[config.mk]
export PLATFORM = sky130hd
export DESIGN_NAME = cra_seq
export DESIGN_NICKNAME = d
export VERILOG_FILES = /design/src/rtl/cra_seq_pkg.sv /design/src/rtl/cra_seq_stack.sv /design/src/rtl/cra_seq.sv
export SDC_FILE = /design/constraint.sdc
export NUM_CORES = 1
export LEC_CHECK = 0
export CAP_MARGIN = 10
export CORE_ASPECT_RATIO = 1.4
export CORE_MARGIN = 2
export CORE_UTILIZATION = 45
export CTS_CLUSTER_SIZE = 25
export DETAILED_ROUTE_END_ITERATION = 10
export GPL_TIMING_DRIVEN = 1
export PLACE_DENSITY = 0.77
export SYNTH_ARGS = -nofsm -noshare
export SYNTH_HDL_FRONTEND = slang
export SYNTH_SLANG_ARGS = --single-unit
[constraint.sdc]
create_clock -name clk -period 5 [get_ports clk]
set_clock_uncertainty 0.15 [all_clocks]
set_input_delay 1.25 -clock clk [delete_from_list [all_inputs] [get_ports clk]]
set_output_delay 1.25 -clock clk [all_outputs]
set_load 0.005 [all_outputs]
[src/rtl/cra_seq_pkg.sv]
// Shared constants and enums for the microcode next-address sequencer.
// Latency: none (declarations only).
// Backpressure: none (declarations only).
package cra_seq_pkg;

  localparam int AW_DEF    = 11;
  localparam int SD_DEF    = 16;
  localparam int NDISP_DEF = 8;

  // Which source drives the next CRAM address
  typedef enum logic [1:0] {
    SRC_DIAG,
    SRC_FORCE,
    SRC_SEQ
  } nxt_src_t;

  // Operation applied to the call/return stack this microcycle
  typedef enum logic [1:0] {
    OP_NONE,
    OP_PUSH,
    OP_POP,
    OP_REPL
  } stack_op_t;

endpackage

[src/rtl/cra_seq_stack.sv]
// Circular LIFO of return addresses with occupancy and overflow/underflow pulses.
// Latency: op takes effect at the next clk edge; top/cnt are combinational from state.
// Backpressure: none; full pushes overwrite the oldest entry, empty pops are no-ops.
module cra_seq_stack
  import cra_seq_pkg::*;
#(
  parameter int AW = AW_DEF,
  parameter int SD = SD_DEF
) (
  input  logic                 clk,
  input  logic                 resetN,
  input  stack_op_t            op,
  input  logic [AW-1:0]        wdat,
  output logic [AW-1:0]        top,
  output logic [$clog2(SD):0]  cnt,
  output logic                 ovf,
  output logic                 unf
);

  localparam int PW = $clog2(SD);
  localparam int CW = PW + 1;

  logic [AW-1:0] mem [SD];
  logic [PW-1:0] wp;
  logic [PW-1:0] tp;
  logic          full;
  logic          empty;
  logic          do_push;
  logic          do_pop;
  logic          do_repl;

  // Decode the requested op against current occupancy
  always_comb begin
    tp      = wp - PW'(1);
    full    = (cnt == CW'(SD));
    empty   = (cnt == '0);
    // Replace on an empty stack degenerates to a push
    do_push = (op == OP_PUSH) || ((op == OP_REPL) && empty);
    do_pop  = (op == OP_POP) && !empty;
    do_repl = (op == OP_REPL) && !empty;
    ovf     = do_push && full;
    unf     = (op == OP_POP) && empty;
    top     = empty ? '0 : mem[tp];
  end

  // Entry storage; contents need no reset because an empty stack masks them
  always_ff @(posedge clk) begin
    if (do_push) begin
      mem[wp] <= wdat;
    end else if (do_repl) begin
      mem[tp] <= wdat;
    end
  end

  // Write pointer and occupancy; a full push wraps onto the oldest slot
  always_ff @(posedge clk or negedge resetN) begin
    if (!resetN) begin
      wp  <= '0;
      cnt <= '0;
    end else if (do_push) begin
      wp <= wp + PW'(1);
      if (!full) begin
        cnt <= cnt + CW'(1);
      end
    end else if (do_pop) begin
      wp  <= tp;
      cnt <= cnt - CW'(1);
    end
  end

endmodule

[src/rtl/cra_seq.sv]
// Microcode next-address sequencer: OR-merge of J/dispatch/skip/return with diag and trap override.
// Latency: one microcycle from sampled inputs (adv=1) to CRADR.
// Backpressure: adv=0 holds address, stack and flags; errClr still clears flags.
// Optional sticky stack error flags are built when CRA_SEQ_STACK_CHECK_EN is defined.
module cra_seq
  import cra_seq_pkg::*;
#(
  parameter int AW    = AW_DEF,
  parameter int SD    = SD_DEF,
  parameter int NDISP = NDISP_DEF
) (
  input  logic                       clk,
  input  logic                       resetN,
  input  logic                       adv,
  input  logic [AW-1:0]              J,
  input  logic                       call,
  input  logic                       ret,
  input  logic                       dispEn,
  input  logic [$clog2(NDISP)-1:0]   dispSel,
  input  logic [NDISP*AW-1:0]        dispSrc,
  input  logic                       skipEn,
  input  logic                       skipCond,
  input  logic                       forceTrap,
  input  logic                       diagLoad,
  input  logic [AW-1:0]              diagAdr,
  input  logic                       errClr,
  output logic [AW-1:0]              CRADR,
  output logic [AW-1:0]              loc,
  output logic [AW-1:0]              sbrRet,
  output logic [$clog2(SD):0]        stackCnt,
  output logic                       stackOvf,
  output logic                       stackUnf
);

  localparam int DSW = $clog2(NDISP);

  logic [AW-1:0] disp_dat;
  logic [AW-1:0] seq_adr;
  logic [AW-1:0] nxt_adr;
  logic [AW-1:0] push_dat;
  nxt_src_t      src;
  stack_op_t     op;
  logic          ovf_pulse;
  logic          unf_pulse;

  // Dispatch source select
  always_comb begin
    disp_dat = '0;
    for (int k = 0; k < NDISP; k++) begin
      if (dispSel == DSW'(k)) begin
        disp_dat = dispSrc[k*AW +: AW];
      end
    end
  end

  // Normal next address: pure bitwise OR of all contributing fields
  always_comb begin
    seq_adr = J
            | (dispEn ? disp_dat : '0)
            | {{(AW-1){1'b0}}, skipEn & skipCond}
            | (ret ? sbrRet : '0);
  end

  // Next-address priority: diagnostic load, then trap, then sequential
  always_comb begin
    src = SRC_SEQ;
    if (diagLoad) begin
      src = SRC_DIAG;
    end else if (forceTrap) begin
      src = SRC_FORCE;
    end
    case (src)
      SRC_DIAG:  nxt_adr = diagAdr;
      SRC_FORCE: nxt_adr = '1;
      default:   nxt_adr = seq_adr;
    endcase
  end

  // Stack op decode; a trap pushes the address it pre-empted so ret resumes there
  always_comb begin
    op       = OP_NONE;
    push_dat = CRADR;
    if (adv && !diagLoad) begin
      if (forceTrap) begin
        op       = OP_PUSH;
        push_dat = seq_adr;
      end else begin
        case ({call, ret})
          2'b10:   op = OP_PUSH;
          2'b01:   op = OP_POP;
          2'b11:   op = OP_REPL;
          default: op = OP_NONE;
        endcase
      end
    end
  end

  cra_seq_stack #(
    .AW (AW),
    .SD (SD)
  ) u_stack (
    .clk    (clk),
    .resetN (resetN),
    .op     (op),
    .wdat   (push_dat),
    .top    (sbrRet),
    .cnt    (stackCnt),
    .ovf    (ovf_pulse),
    .unf    (unf_pulse)
  );

  // Current and previous CRAM address registers
  always_ff @(posedge clk or negedge resetN) begin
    if (!resetN) begin
      CRADR <= '0;
      loc   <= '0;
    end else if (adv) begin
      CRADR <= nxt_adr;
      loc   <= CRADR;
    end
  end

`ifdef CRA_SEQ_STACK_CHECK_EN
  // Sticky stack error flags; a new error wins over a simultaneous clear
  always_ff @(posedge clk or negedge resetN) begin
    if (!resetN) begin
      stackOvf <= 1'b0;
      stackUnf <= 1'b0;
    end else begin
      if (ovf_pulse) begin
        stackOvf <= 1'b1;
      end else if (errClr) begin
        stackOvf <= 1'b0;
      end
      if (unf_pulse) begin
        stackUnf <= 1'b1;
      end else if (errClr) begin
        stackUnf <= 1'b0;
      end
    end
  end
`else
  logic unused_err;
  assign unused_err = errClr ^ ovf_pulse ^ unf_pulse;
  assign stackOvf   = 1'b0;
  assign stackUnf   = 1'b0;
`endif

endmodule

==> metrics, run 1 <==
routed length per placed instance 23.1 µm; GRT Util Overall 21.5%; sink count of the clock tree 207; Ports 164; Max FO, Critical Path 18; post-synthesis sequential area ratio 62.3%; unrepaired setup endpoints after global routing false; most common cell after layout, fill and taps aside edfxtp_1; EDFF count, synth 176; Die Y 178 µm; crit start category flip-flop; vias in the first global route 6542; met1 WL 8750 µm; area of the core 0.0212 mm²; vias 6311; final RePlAce weighted congestion 0.832; highest metal layer with signal wires met4; Max Slew Vio Count 0; Post-Route Setup TNS 0 ns; minimum clock period after layout 4.84 ns; peak ir drop on the vdd network 0.353 mV; final-report setup violation count 0; Post-synth ARST share 15.0%; number of antenna violations at the first check in global routing 0; adder-cell area share of the yosys netlist 0.849%; CTS hold repair buffers 0; fill cell instance count of the final layout 1614; area growth from synthesis to layout 26.6%; outcome finished clean; post-layout power 6420 µW; Cell Pwr Density 521 mW/mm²; post-synthesis average cell area 15.7 µm²; mux contribution to synthesized area 19.0%; commonest cells after routing, fill and taps aside edfxtp_1 (176), clkdlybuf4s50_1 (160), mux4_2 (43), mux2i_1 (41), buf_4 (40); number of warnings issued by yosys 0; Compound-Gate Fraction of Synth Area 9.14%; Inserted Clock Buffers 19; min-delay worst type flip-flop to flip-flop; Placement Rows 63; area of the mapped netlist 0.00973 mm²; largest family of logic cells by synthesized area multiplexers; count of antenna diodes in the layout 0; number of instances in the synthesized netlist 620; leading register cell type out of synthesis edfxtp_1; clock latency reported for the late side of the worst-skew pair 0.48 ns; Max Root-Sink Buffers 3; Synth Area in XOR/XNOR 0.887%; headroom to the max-slew limit 24.2%; total half-perimeter wirelength after legalization and detailed placement 17900 µm; DR WL met2 12800 µm; full die area 0.0228 mm²; classification of the worst setup path flip-flop to output pin; die boundary width 128 µm; proportion of layout cells with a drive suffix above 1 19.1%; Root Buffer Master clkbuf_16; DRC violations left 0; Unique masters post-synth 60; clock tree from TritonCTS built; static leakage 0.00422 µW; vias per std cell 5.89; largest net degree at the start of global routing 45; residual overflow from global routing 0; post-detailed-route count of antenna-violating nets 0; register bit total from synthesis 207; # H-tree levels 1; Peak Freq 206 MHz; arrival time at the worst endpoint 3.44 ns; setup slack on the worst flop-to-flop path 1.21 ns; simple-gate portion of the synthesized area 4.87%; first-iteration detailed-routing DRC count 578; number of failing hold endpoints at the final stage 0; Met3 Routed Length 2130 µm; first-pass GRT wire length 37000 µm; required time worst endpoint 3.60 ns; Slew @ Worst Pin 1.13 ns; crit path capture type output pin; fraction of the cycle the final worst path needs 96.9%; final layout net count 932; effective utilization at floorplan 45.9%; Worst-path clk slew 0.07 ns; Port Buf Inserts 160; Total Wirelength 24800 µm; drt first pass iters 5; total of max-cap violations 0
report_power, final:
part / internal (µW) / leakage [µW] / total, µW / switching, µW
Sequential: 2070 / 0.00190 / 2190 / 119
Clock: 747 / 0.000271 / 1330 / 580
Combinational: 1460 / 0.00205 / 2910 / 1450
Total: 4270 / 0.00422 / 6420 / 2150
layer usage:
metal,vias to the layer above,track usage [%]
met2,280,39.5
met4,0,10.5
li1,2830,-
met1,3140,23.9
met3,61,3.81
met5,-,0
cells in the mapped netlist, types with 2 or more instances:
cell	instances	area, µm²
nor2_1	33	124
clkbuf_1	17	63.8
buf_4	7	52.6
o21ai_1	14	70.1
buf_2	9	45.0
and2_1	4	25.0
mux2i_1	41	410
nor4_1	3	18.8
nand3_1	2	10.0
o31ai_2	2	25.0
a211oi_1	19	143
buf_1	4	15.0
a21o_1	3	22.5
dfrtp_1	31	776
xnor2_1	8	70.1
mux4_2	43	968
edfxtp_1	176	5290
inv_1	13	48.8
o32ai_1	2	17.5
nand2_1	15	56.3
o41ai_1	2	17.5
a31oi_1	2	12.5
mux2_1	2	22.5
o22ai_1	24	150
buf_6	3	33.8
o21a_1	2	15.0
nor3_1	13	65.1
mux2_2	33	372
nor2b_1	16	100
o21ai_0	4	20.0
mux4_1	3	78.8
nand2b_1	3	18.8
a2111oi_2	5	75.1
a21oi_1	28	140
o211ai_1	4	30.0
or4_1	2	15.0
ha_1	5	62.6
logic make-up (layout without fill, tap and decap cells):
kind of cell | count (synthesis) | in the layout
adders and majority gates | 6 | 6
other | 1 | 2
muxes | 122 | 122
buffers and inverters | 55 | 246
xor gates and xnor gates | 9 | 9
DFF | 207 | 207
AOI/OAI and AO/OA | 124 | 124
and+or+nand+nor | 96 | 96
worst max-delay path, cell delays in order (launching register included):
cell	delay [ns]
dfrtp_4	0.50
inv_1	0.15
ha_1	0.34
xor2_2	0.23
buf_12	0.22
mux4_2	0.57
a211oi_2	0.36
clkdlybuf4s50_1	0.58
repair_timing:
| action | in CTS | in global routing |
|---|---|---|
| setup endpoints to repair | 1 | 1 |
| resized for setup | 1 | 1 |
| buffers inserted | 0 | 0 |
path summary, 6_finish.rpt:
path | from | to | cells after the start
min in group asynchronous | resetN | loc[0]$_DFFE_PN0P_ | 2
setup reg to reg | u_stack.wp[1]$_DFFE_PN0P_ | u_stack.mem[5][1]$_DFFE_PP_ | 9
hold / removal | loc[3]$_DFFE_PN0P_ | loc[3]$_DFFE_PN0P_ | 1
setup / recovery | u_stack.wp[0]$_DFFE_PN0P_ | sbrRet[8] | 7
max in group asynchronous | resetN | u_stack.wp[0]$_DFFE_PN0P_ | 2
hold reg to reg | loc[3]$_DFFE_PN0P_ | loc[3]$_DFFE_PN0P_ | 1
cell type report:
cell class / count / area [µm²] / area share [%]
well taps: 260 / 325 / 2.64
clock buffers: 22 / 487 / 3.95
flip-flops and latches: 207 / 6060 / 49.2
clock inverters: 9 / 71.3 / 0.579
inverters: 14 / 52.6 / 0.426
multi-input cells: 359 / 3400 / 27.6
repair buffers: 201 / 1920 / 15.6
through the flow:
step	setup WS [ns]	utilization [%]	hold WS, ns	instance area [µm²]	cells
2_1_floorplan	0.863	-	0.355	9740	621
3_3_place_gp	0.459	55.4	0.340	11700	1039
3_5_place_dp	0.473	55.4	0.345	11700	1039
4_1_cts	0.0465	58.0	0.360	12300	1070
5_1_grt	0.0257	58.1	0.367	12300	1072
6_report	0.156	58.1	0.356	12300	1072
sequential cells by signal, indices dropped and copies added, names as in the netlist:
signal / flops
u_stack.mem: 176
loc: 11
u_stack.wp: 4
u_stack.cnt: 5
CRADR: 11
Power figures use the tool's default switching activity.
==> run 2, diff against run 1 <==
--- a/config.mk
+++ b/config.mk
@@ -5,7 +5,7 @@
 export SDC_FILE = /design/constraint.sdc
 export NUM_CORES = 1
 export LEC_CHECK = 0
-export CAP_MARGIN = 10
+export CAP_MARGIN = 20
 export CORE_ASPECT_RATIO = 1.4
 export CORE_MARGIN = 2
 export CORE_UTILIZATION = 45
==> metrics, run 2 (same netlist as run 1, synthesis figures left out) <==
final RePlAce weighted congestion 0.832; combined area of the multi-input logic cells 0.00340 mm²; vias per std cell 5.85; sequential cell area 0.00607 mm²; Util after Layout 58.7%; peak ir drop on the vdd network 0.324 mV; Worst-path clk slew 0.07 ns; vias 6299; routed length per placed instance 23.0 µm; Total Wirelength 24700 µm; Root Buffer Master clkbuf_16; headroom to the max-slew limit 29.9%; outcome finished clean; first-pass GRT wire length 36900 µm; placement-stage cell area 0.0117 mm²; static leakage 0.00427 µW; Max FO, Critical Path 18; minimum clock period after layout 4.84 ns; unrepaired setup endpoints after global routing false; CTS hold repair buffers 0; classification of the worst setup path flip-flop to output pin; fill cell instance count of the final layout 1609; number of antenna violations at the first check in global routing 0; Most flops, register u_stack.mem; area of the core 0.0212 mm²; Peak Freq 206 MHz; met3 layer usage reported by global route 3.39%; crit path capture type output pin; post-detailed-route count of antenna-violating nets 0; largest net degree at the start of global routing 45; min-delay worst type flip-flop to flip-flop; Ports 164; most common cell after layout, fill and taps aside edfxtp_1; crit start category flip-flop; die boundary width 128 µm; arrival time at the worst endpoint 3.44 ns; clock tree from TritonCTS built; Max Root-Sink Buffers 3; drt first pass iters 5; sink count of the clock tree 207; Post-Route Setup TNS 0 ns; required time worst endpoint 3.60 ns; effective utilization at floorplan 45.9%; final-report setup violation count 0; DRC violations left 0; Port Buf Inserts 160; count of antenna diodes in the layout 0; proportion of layout cells with a drive suffix above 1 20.1%; met2 usage 39.6%; Cell Pwr Density 532 mW/mm²; area growth from synthesis to layout 27.8%; Placement Rows 63; GR met1 Demand/Resource 23.9%; commonest cells after routing, fill and taps aside edfxtp_1 (176), clkdlybuf4s50_1 (160), mux4_2 (43), buf_4 (42), mux2i_1 (41); Inserted Clock Buffers 19; # H-tree levels 1; Critical-path top delay cell clkdlybuf4s50_1; maximum single-stage delay on the critical path 0.58 ns; Post-Route Hold Slack 0.358 ns; Slew @ Worst Pin 1.04 ns; residual overflow from global routing 0; Largest register FFs 176; GRT Util Overall 21.4%; clock latency reported for the late side of the worst-skew pair 0.49 ns; Die Y 178 µm; total half-perimeter wirelength after legalization and detailed placement 18000 µm; series of cell instances along the critical path inv_1 -> ha_1 -> xor2_2 -> buf_12 -> mux4_2 -> a211oi_2 -> clkdlybuf4s50_1; most congested layer reported by global routing met2; final layout net count 934; post-route cell area 0.0124 mm²; full die area 0.0228 mm²; largest registers u_stack.mem: 176 flops, CRADR: 11 flops, loc: 11 flops; first-iteration detailed-routing DRC count 582; total of max-cap violations 0; fraction of the cycle the final worst path needs 96.9%; vias in the first global route 6524; number of failing hold endpoints at the final stage 0; Max Slew Vio Count 0
## run 2: cell count changes in the layout (fill, tap and decap cells not counted), moves of 2 or more
cell / before / now
bufinv_16: 1 / 4
clkinvlp_4: 1 / 4
buf_4: 40 / 42
clkbuf_1: 3 / 1
clkinv_1: 5 / 3
## run 2: through the flow
step | instances | total power [µW] | setup WS [ns]
3_5_place_dp | 1040 | 5090 | 0.479
2_1_floorplan | 621 | 3990 | 0.863
3_3_place_gp | 1039 | 5040 | 0.459
5_1_grt | 1076 | 6930 | 0.0277
6_report | 1076 | 6620 | 0.157
4_1_cts | 1073 | 6630 | 0.0581
## run 2: where the power goes
part	switching [µW]	leakage [µW]	internal [µW]
combinational	1450	0.00206	1460
sequential	118	0.00190	2070
clock	615	0.000308	909
total	2180	0.00427	4440
## run 2: repair_timing
| item | CTS | global route |
|---|---|---|
| resized for setup | 1 | 2 |
| endpoints found under the setup margin | 1 | 1 |
| buffers inserted | 0 | 0 |
## run 2: path summary, 6_finish.rpt
kind	cells after the start	slack (ns)	start	endpoint
max reg2reg	5	1.25	u_stack.wp[2]$_DFFE_PN0P_	u_stack.mem[10][3]$_DFFE_PP_
min	1	0.36	loc[6]$_DFFE_PN0P_	loc[6]$_DFFE_PN0P_
min in group asynchronous	2	1.02	resetN	loc[0]$_DFFE_PN0P_
max in group asynchronous	2	3.34	resetN	u_stack.wp[0]$_DFFE_PN0P_
max	7	0.16	u_stack.wp[0]$_DFFE_PN0P_	sbrRet[8]
min reg2reg	1	0.36	loc[6]$_DFFE_PN0P_	loc[6]$_DFFE_PN0P_
## run 2: layer usage
layer	wire length, µm	share of wire (%)
met1	8750	35
met2	12800	52
met5	0	0
met3	2070	8.4
met4	1060	4.3
## run 2: critical path, delay by kind of cell, from the launching register on
kind	cells	cell delay, ns
XOR/XNOR	1	0.23
adder cells (fa/ha/maj)	1	0.33
multiplexers	1	0.57
AO/OA/AOI/OAI	1	0.38
flip-flops	1	0.50
buffers and inverters	3	0.93
## run 2: cell type report
class	count	area share (%)
timing repair buffer	203	15.6
clock inverter	13	1.45
inverter	14	0.422
multi-input combinational	359	27.3
clock buffer	20	3.85
tap	260	2.61
sequential	207	48.8
